**config.mk**
```make
export PLATFORM = sky130hd
export DESIGN_NAME = collision_avoid_ctrl_flat
export DESIGN_NICKNAME = d
export VERILOG_FILES = /design/src/rtl/collision_avoid_ctrl_if.sv /design/src/rtl/collision_avoid_ctrl.sv /design/src/flat_wrapper.sv
export SDC_FILE = /design/constraint.sdc
export NUM_CORES = 1
export LEC_CHECK = 0
export CAP_MARGIN = 5
export CORE_MARGIN = 3
export CORE_UTILIZATION = 60
export CTS_BUF_LIST = sky130_fd_sc_hd__clkbuf_8
export DETAILED_ROUTE_END_ITERATION = 8
export PLACE_DENSITY = 0.91
export SETUP_SLACK_MARGIN = 0.15
export SLEW_MARGIN = 20
export SYNTH_ARGS = -nofsm -noshare
export SYNTH_HDL_FRONTEND = slang
export SYNTH_SLANG_ARGS = --single-unit
```
**constraint.sdc**
```tcl
create_clock -name clk -period 4.05 [get_ports clk]
set_input_delay 0.81 -clock clk [delete_from_list [all_inputs] [get_ports clk]]
set_output_delay 0.81 -clock clk [all_outputs]
set_load 0.02 [all_outputs]
```
**src/rtl/collision_avoid_ctrl_if.sv**
```systemverilog
`default_nettype none
// collision_avoid_ctrl_if: drive-request, crash-flag and motor-output bundle between controller and its surroundings.
interface collision_avoid_ctrl_if #(
  parameter int PWM_BITS = 8
);
  logic                crash_in;
  logic                drive_en;
  logic [PWM_BITS-1:0] speed;
  logic                pwm_left;
  logic                pwm_right;
  logic                dir_left;
  logic                dir_right;
  logic [2:0]          state;
  logic                avoid_busy;

  modport master (
    output crash_in, drive_en, speed,
    input  pwm_left, pwm_right, dir_left, dir_right, state, avoid_busy
  );

  modport slave (
    input  crash_in, drive_en, speed,
    output pwm_left, pwm_right, dir_left, dir_right, state, avoid_busy
  );
endinterface
`default_nettype wire

```
**src/rtl/collision_avoid_ctrl.sv**
```systemverilog
`default_nettype none
// collision_avoid_ctrl: crash-triggered brake/reverse/turn sequencer producing per-wheel PWM and direction.
// Define CRASH_FILTER_EN to build a FILTER_LEN-sample debounce on the synchronised crash flag.
module collision_avoid_ctrl #(
  parameter int PWM_BITS    = 8,
  parameter int TIMER_W     = 17,
  parameter int BRAKE_CYC   = 1000,
  parameter int REVERSE_CYC = 50000,
  parameter int TURN_CYC    = 30000,
  parameter int AVOID_DUTY  = 128
`ifdef CRASH_FILTER_EN
  , parameter int FILTER_LEN = 4
`endif
) (
  input wire                    clk,
  input wire                    rst_n,
  collision_avoid_ctrl_if.slave bus
);

  typedef enum logic [2:0] {
    ST_IDLE    = 3'd0,
    ST_DRIVE   = 3'd1,
    ST_BRAKE   = 3'd2,
    ST_REVERSE = 3'd3,
    ST_TURN    = 3'd4
  } state_t;

  localparam logic [TIMER_W-1:0]  BRAKE_LD   = TIMER_W'(BRAKE_CYC - 1);
  localparam logic [TIMER_W-1:0]  REVERSE_LD = TIMER_W'(REVERSE_CYC - 1);
  localparam logic [TIMER_W-1:0]  TURN_LD    = TIMER_W'(TURN_CYC - 1);
  localparam logic [PWM_BITS-1:0] AVOID_D    = PWM_BITS'(AVOID_DUTY);
  localparam logic [PWM_BITS-1:0] PWM_MAX    = '1;

  logic [2:0]          state_r;
  state_t              state_d;
  logic [TIMER_W-1:0]  timer_r;
  logic [TIMER_W-1:0]  timer_d;
  logic                sync1_r;
  logic                crash_s_r;
  logic                crash_f;
  logic [PWM_BITS-1:0] pwm_cnt_r;
  logic [PWM_BITS-1:0] pwm_cnt_d;
  logic [PWM_BITS-1:0] duty_r;
  logic [PWM_BITS-1:0] duty_d;
  logic [PWM_BITS-1:0] src_duty;
  logic                pwm_r;

  always_ff @(posedge clk or negedge rst_n) begin
    if (!rst_n) begin
      sync1_r   <= 1'b0;
      crash_s_r <= 1'b0;
    end else begin
      sync1_r   <= bus.crash_in;
      crash_s_r <= sync1_r;
    end
  end

`ifdef CRASH_FILTER_EN
  localparam int FCNT_W = $clog2(FILTER_LEN + 1);

  logic [FCNT_W-1:0] fcnt_r;
  logic              filt_r;

  // Counts consecutive samples that disagree with the filtered value; flips on the FILTER_LEN-th.
  always_ff @(posedge clk or negedge rst_n) begin
    if (!rst_n) begin
      fcnt_r <= '0;
      filt_r <= 1'b0;
    end else if (crash_s_r == filt_r) begin
      fcnt_r <= '0;
    end else if (fcnt_r == FCNT_W'(FILTER_LEN - 1)) begin
      filt_r <= crash_s_r;
      fcnt_r <= '0;
    end else begin
      fcnt_r <= fcnt_r + FCNT_W'(1);
    end
  end

  assign crash_f = filt_r;
`else
  assign crash_f = crash_s_r;
`endif

  always_ff @(posedge clk or negedge rst_n) begin
    if (!rst_n) begin
      state_r <= ST_IDLE;
      timer_r <= '0;
    end else begin
      state_r <= state_d;
      timer_r <= timer_d;
    end
  end

  always_comb begin
    state_d = state_t'(state_r);
    timer_d = timer_r;
    if (!bus.drive_en) begin
      state_d = ST_IDLE;
      timer_d = '0;
    end else begin
      case (state_r)
        ST_IDLE: state_d = ST_DRIVE;
        ST_DRIVE: begin
          if (crash_f) begin
            state_d = ST_BRAKE;
            timer_d = BRAKE_LD;
          end
        end
        ST_BRAKE: begin
          if (timer_r == '0) begin
            state_d = ST_REVERSE;
            timer_d = REVERSE_LD;
          end else begin
            timer_d = timer_r - 1'b1;
          end
        end
        ST_REVERSE: begin
          if (timer_r == '0) begin
            state_d = ST_TURN;
            timer_d = TURN_LD;
          end else begin
            timer_d = timer_r - 1'b1;
          end
        end
        ST_TURN: begin
          if (timer_r == '0) begin
            state_d = ST_DRIVE;
          end else begin
            timer_d = timer_r - 1'b1;
          end
        end
        default: state_d = ST_IDLE;
      endcase
    end
  end

  // Duty follows the state being entered; IDLE/BRAKE clear it at once instead of waiting for a wrap.
  always_comb begin
    src_duty  = '0;
    pwm_cnt_d = pwm_cnt_r + 1'b1;
    case (state_d)
      ST_DRIVE:            src_duty = bus.speed;
      ST_REVERSE, ST_TURN: src_duty = AVOID_D;
      default:             src_duty = '0;
    endcase
    duty_d = duty_r;
    if (state_d == ST_IDLE || state_d == ST_BRAKE) begin
      duty_d = '0;
    end else if (pwm_cnt_r == PWM_MAX) begin
      duty_d = src_duty;
    end
  end

  always_ff @(posedge clk or negedge rst_n) begin
    if (!rst_n) begin
      pwm_cnt_r <= '0;
      duty_r    <= '0;
      pwm_r     <= 1'b0;
    end else begin
      pwm_cnt_r <= pwm_cnt_d;
      duty_r    <= duty_d;
      pwm_r     <= (pwm_cnt_d < duty_d);
    end
  end

  assign bus.pwm_left   = pwm_r;
  assign bus.pwm_right  = pwm_r;
  assign bus.dir_left   = !(state_r == ST_REVERSE || state_r == ST_TURN);
  assign bus.dir_right  = (state_r != ST_REVERSE);
  assign bus.state      = state_r;
  assign bus.avoid_busy = (state_r == ST_BRAKE) || (state_r == ST_REVERSE) || (state_r == ST_TURN);

endmodule
`default_nettype wire
```
**src/flat_wrapper.sv**
```systemverilog
// flat-port wrapper written by rule: the top's interface ports become plain ports
module collision_avoid_ctrl_flat 
#(
  parameter int PWM_BITS    = 8,
  parameter int TIMER_W     = 17,
  parameter int BRAKE_CYC   = 1000,
  parameter int REVERSE_CYC = 50000,
  parameter int TURN_CYC    = 30000,
  parameter int AVOID_DUTY  = 128

)
  (clk, rst_n, bus_crash_in, bus_drive_en, bus_speed, bus_pwm_left, bus_pwm_right, bus_dir_left, bus_dir_right, bus_state, bus_avoid_busy);
  collision_avoid_ctrl_if #(.PWM_BITS(PWM_BITS)) bus_i ();
  input wire clk;
  input wire rst_n;
  input wire logic [$bits(bus_i.crash_in)-1:0] bus_crash_in;
  input wire logic [$bits(bus_i.drive_en)-1:0] bus_drive_en;
  input wire logic [$bits(bus_i.speed)-1:0] bus_speed;
  output wire logic [$bits(bus_i.pwm_left)-1:0] bus_pwm_left;
  output wire logic [$bits(bus_i.pwm_right)-1:0] bus_pwm_right;
  output wire logic [$bits(bus_i.dir_left)-1:0] bus_dir_left;
  output wire logic [$bits(bus_i.dir_right)-1:0] bus_dir_right;
  output wire logic [$bits(bus_i.state)-1:0] bus_state;
  output wire logic [$bits(bus_i.avoid_busy)-1:0] bus_avoid_busy;
  assign bus_i.crash_in = bus_crash_in;
  assign bus_i.drive_en = bus_drive_en;
  assign bus_i.speed = bus_speed;
  assign bus_pwm_left = bus_i.pwm_left;
  assign bus_pwm_right = bus_i.pwm_right;
  assign bus_dir_left = bus_i.dir_left;
  assign bus_dir_right = bus_i.dir_right;
  assign bus_state = bus_i.state;
  assign bus_avoid_busy = bus_i.avoid_busy;
  collision_avoid_ctrl #(.PWM_BITS(PWM_BITS), .TIMER_W(TIMER_W), .BRAKE_CYC(BRAKE_CYC), .REVERSE_CYC(REVERSE_CYC), .TURN_CYC(TURN_CYC), .AVOID_DUTY(AVOID_DUTY)) u_core (.clk(clk), .rst_n(rst_n), .bus(bus_i));
endmodule
```
* After elaboration in Yosys (flattened, before gate mapping)
Index checks and enable logic that the tools add are counted.
Word-level totals: flip-flop bits (word level) 39, input port bits 12, output and inout port bits 8, word-level logic and storage cells 48
Cells by class: $add $sub $neg 2, magnitude comparators 1, eq/ne operators 13, mux-type cells 15, reduce and logical (&&, ||, !) cells 10
Operators by type and width (count):
- $mux 17 | 5
- $pmux 17 s4 | 1
- $logic_not 17->1 | 1
- $sub 17x1->17 const B | 1
- $mux 8 | 2
- $pmux 8 s2 | 1
- $mux 3 | 5
- $pmux 3 s5 | 1
- $eq 3x2->1 const B | 4
- $add 8x1->8 const B | 1
- $eq 8x8->1 const B | 1
- $lt 8x8->1 | 1
- $eq 3x1->1 const B | 2
- $eq 3x3->1 const B | 2
- $logic_not 3->1 | 2
- $ne 3x2->1 const B | 2
- $ne 5x1->1 const B | 1
- $logic_or 1x1->1 | 4
- $ne 3x3->1 const B | 1
- $reduce_and 3->1 | 1
- $reduce_or 2->1 | 1
- $logic_not 1->1 | 1

* Depth between registers and ports, before layout
Gate-level depths: netlist of the first run.
word-level depth 10, depth in mapped cells 15, mapped depth without buffers 14

* Least setup slack after synthesis of the first run
Ideal clock, no wire load.
path type flip-flop to flip-flop, start point register u_core.timer_r[0], end point register u_core.pwm_r, in the netlist u_core.bus.pwm_left, library setup time 0.107 ns, arrival time 3.507 ns, data required time 3.943 ns, slack 0.436 ns, cell stages (with the launch flop) 16, buffers on the path 1, clock period less this slack 3.614 ns, path through dfrtp_1 inv_1 ha_1 or4b_1 nand3b_4 o21a_1 nor2_2 buf_2 nand4_1 a21o_1 ha_1 a211o_1 a21oi_1 nor2b_1 a31o_2 a2111oi_4
Between the ends: cells in the longest elaborated chain, start to end 10, elaborated cells on any way between the ends 17, classes of those cells order compare (1); eq/ne (4); mux (8); reduce/logical (4)
RTL lines:
- from (decl) | line collision_avoid_ctrl.sv:36 | logic [TIMER_W-1:0] timer_r;
- from (signal assigned) | line collision_avoid_ctrl.sv:90 | timer_r <= timer_d;
- $logic_not 17->1 (*) | line collision_avoid_ctrl.sv:110, collision_avoid_ctrl.sv:118, collision_avoid_ctrl.sv:126
- $mux 3, on equally long branches | line collision_avoid_ctrl.sv:126, collision_avoid_ctrl.sv:110, collision_avoid_ctrl.sv:118
- $pmux 3 s5 (*) | line collision_avoid_ctrl.sv:101 | case (state_r)
- $mux 3 (*) | line collision_avoid_ctrl.sv:97 | if (!bus.drive_en) begin
- $eq 3x2->1 or $eq 3x3->1 (tied branches) | line collision_avoid_ctrl.sv:141 | case (state_d)
- $reduce_or 2->1 | line collision_avoid_ctrl.sv:141
- $pmux 8 s2 | line collision_avoid_ctrl.sv:141
- $mux 8 | line collision_avoid_ctrl.sv:149 | end else if (pwm_cnt_r == PWM_MAX) begin
- $mux 8 (*) | line collision_avoid_ctrl.sv:147 | if (state_d == ST_IDLE || state_d == ST_BRAKE) begin
- $lt 8x8->1 (*) | line collision_avoid_ctrl.sv:162 | pwm_r <= (pwm_cnt_d < duty_d);
- to (signal assigned) | line collision_avoid_ctrl.sv:162
- to (decl) | line collision_avoid_ctrl.sv:46 | logic pwm_r;
Every way passes the cells marked *; elsewhere a longest branch is shown, timed or not. A chain may end at the register's enable or synchronous reset.

* Worst setup path in the final report of the first run
Ends and elaborated chain as after synthesis.

==> impl_metrics.env, run 1 <==
export IMPL_status="finished clean"
export IMPL_cts_hold_buf=0
export IMPL_p_clk_share_pct=23.3
export IMPL_syn_area_sq_um=2470
export IMPL_swShare_pct=41.6
export IMPL_grt_max_degree=40
export IMPL_die_w_microns=70.1
export IMPL_placedInstanceArea_sq_um=2710
export IMPL_final_area_sq_um=2870
export IMPL_utilization_pct=75.6
export IMPL_seqCellArea_sq_um=976
export IMPL_min_period_over_period_pct=91.7
export IMPL_area_delta_synth_final_pct=16.5
export IMPL_p_switching_mw=0.699
export IMPL_io_pins=20
export IMPL_synth_avg_cell_area_sq_um=8.97
export IMPL_period_needed_ns=3.71
export IMPL_final_cell_mix="dfrtp_1 (39), a21oi_1 (25), nor2_1 (24)"
export IMPL_final_antenna_net_count=0
export IMPL_path_cells="inv_1 -> ha_1 -> or4b_1 -> nand3b_4 -> or2_4 -> mux2i_4 -> or3b_2 -> nand3_1 -> ha_1 -> nand4_1 -> a21oi_1 -> nor2b_1 -> a31o_2 -> a2111oi_4"
export IMPL_final_max_slew_violation_count=0
export IMPL_peakVddDrop_uv=289
export IMPL_rows=22
export IMPL_hold_path_class="reg -> reg"
export IMPL_async_flop_share_pct=100
export IMPL_drc_errors=0
export IMPL_post_cts_setup_buffers=0
export IMPL_cts_resized=0
export IMPL_numCtsBuffers=5
export IMPL_slowest_stage="or3b_2"
export IMPL_drt_iter0_markers=500
export IMPL_power_density_nw_per_um2=585
export IMPL_cap_violations=0
export IMPL_seqPwrFrac_pct=30.7
export IMPL_synth_top_area_share_pct=39.6
export IMPL_arrival_ns=3.91
export IMPL_seq_area_frac_synth_pct=39.6
export IMPL_clock_sinks=39
export IMPL_final_common_cell="dfrtp_1"
export IMPL_fmax_ghz=0.269
export IMPL_synth_seq_cells=39
export IMPL_vias=2355
export IMPL_first_pass_iters=6
export IMPL_antenna_diode_count=0
export IMPL_die_area_sq_um=4920
export IMPL_dpl_hpwl_mm=4.31
export IMPL_timing_hold_violations_final=0
export IMPL_p_comb_share_pct=46.0
export IMPL_multi_input_area_sq_um=1430
export IMPL_grt_pass1_wl_mm=10.6
export IMPL_cp_start_kind="register"
export IMPL_overflow=0
export IMPL_grt_setup_unrepaired="no"
export IMPL_slew_headroom_pct=20.0
export IMPL_portBuffers=19
export IMPL_cts_root_buf="clkbuf_8"
export IMPL_critPathMostFrequentCell="ha_1"
export IMPL_initial_utilization_pct=64.9
export IMPL_syn_nets=297
export IMPL_core_region_area_sq_um=3800
export IMPL_crit_type="reg -> reg"
export IMPL_die_y_microns=70.1
export IMPL_clkTransAtPathRegs_ns=0.08
export IMPL_setup_violations=0
export IMPL_p_int_mw=0.981
export IMPL_cts_tree="done"
export IMPL_crit_fanout=8
export IMPL_synth_top_area_cell="dfrtp_1"
export IMPL_synth_edf_count=0
export IMPL_antenna_found_initial=0
export IMPL_synthCells=275
export IMPL_ys_warn_count=0
export IMPL_max_stage_delay_ns=0.50
export IMPL_grt_pass1_vias=2165
export IMPL_pre_cts_slack_ns=0.209
export IMPL_viasPerCell=6.83
export IMPL_drt_wl_total_mm=6.29
export IMPL_finalNetCount=318
export IMPL_clk_latency_ns=0.30
export IMPL_synth_flop_cell="dfrtp_1"
export IMPL_synth_area_leaders="dfrtp_1 (40%), a21oi_1 (5.1%), ha_1 (5.1%)"
export IMPL_routedWlPerCell_microns=18.2
export IMPL_fin_setup_tns_ns=0
export IMPL_required_ns=4.25
export IMPL_htreeDepth=2
export IMPL_clock_skew_ns=0.00663
export IMPL_gp_congestion=0.945
export IMPL_synth_cell_types=57
export IMPL_fin_total_pwr_mw=1.68
export IMPL_drive_above_1_share_pct=11.4
export IMPL_end_kind="register"
export IMPL_setup_ws_ns=0.335
export IMPL_grt_total_usage_pct=26.9
export IMPL_fill_cells=256
export IMPL_worstMarginPinSlew_ns=1.18
export IMPL_worst_r2r_setup_slack_ns=0.34
export IMPL_p_leak_nw=1.20
export IMPL_clock_path_buffers=2
==> worst paths after layout <==
path / start / end / cells past startpoint
worst max register to register: u_core.timer_r[0] / u_core.bus.pwm_left / 14
min in group asynchronous: rst_n / u_core.timer_r[9] / 1
worst max-delay path: u_core.timer_r[0] / u_core.bus.pwm_left / 14
worst min register to register: u_core.sync1_r / u_core.crash_f / 0
worst min-delay path: u_core.sync1_r / u_core.crash_f / 0
max in group asynchronous: rst_n / u_core.duty_r[7] / 1
==> logic make-up after synthesis <==
| logic type | share of synthesized area, % |
|---|---|
| muxes | 1.32 |
| AOI/OAI and AO/OA | 22.2 |
| xor gates and xnor gates | 2.49 |
| DFF | 39.6 |
| buffers and inverters | 3.55 |
| adders and majority gates | 5.07 |
| and+or+nand+nor | 25.8 |
==> layer usage <==
layer | share of wire (%) | GRT usage (%)
met3 | 9.4 | 7.48
met1 | 43 | 38.8
met4 | 3.6 | 10.9
met2 | 44 | 37.9
met5 | 0 | 0
==> cell usage after synthesis (all sizes together) (6+ instances only) <==
cell and number:
a21oi 25, nand2 22, dfrtp 39, nor2 26, clkbuf 11, o21ai 21
nand3 14, ha 10, nand4 10, a21o 7, nor3 14, inv 6
==> sequential cells by signal, summed over array words and instances (netlist names) <==
signal and cells:
u_core.bus.pwm_left 1, u_core.timer_r 17, u_core.bus.state 3, u_core.crash_f 1
u_core.duty_r 8, u_core.pwm_cnt_r 8, u_core.sync1_r 1
==> stage by stage <==
step                instances  hold WS [ns]
floorplan                 275         0.331
global placement          336         0.344
detailed placement        336         0.350
CTS                       344         0.376
global route              345         0.384
finish                    345         0.370
==> cell type report <==
| cell class | instances | share of cell area (%) |
|---|---|---|
| Sequential cell | 39 | 34.0 |
| Clock inverter | 3 | 2.35 |
| Tap cell | 48 | 2.09 |
| Inverter | 6 | 0.784 |
| Timing Repair Buffer | 27 | 8.54 |
| Clock buffer | 5 | 2.40 |
| Multi-Input combinational cell | 217 | 49.9 |
==> critical path, delay by kind of cell (launching register included) <==
kind	cells	cell delay [ns]
AOI/OAI and AO/OA	3	0.60
adders and majority gates	2	0.39
buffers and inverters	1	0.13
DFF	1	0.41
muxes	1	0.24
and+or+nand+nor	7	1.85
==> power groups by stage <==
| stage | sequential, mW | clock [mW] | combinational [mW] |
|---|---|---|---|
| final | 0.517 | 0.391 | 0.773 |
| after global routing | 0.527 | 0.413 | 0.835 |
| after CTS | 0.514 | 0.393 | 0.718 |
| after detailed placement | 0.520 | 0 | 0.708 |
| after global placement | 0.518 | 0 | 0.693 |
| after floorplan | 0.494 | 0 | 0.534 |
No activity file was read; power rests on OpenSTA's default activity.
==> run 2: changes to the inputs <==
- SLEW_MARGIN: 20 -> 0
==> results of run 2 <==
Final layout, timing and power as in run 1 (identical DEF).
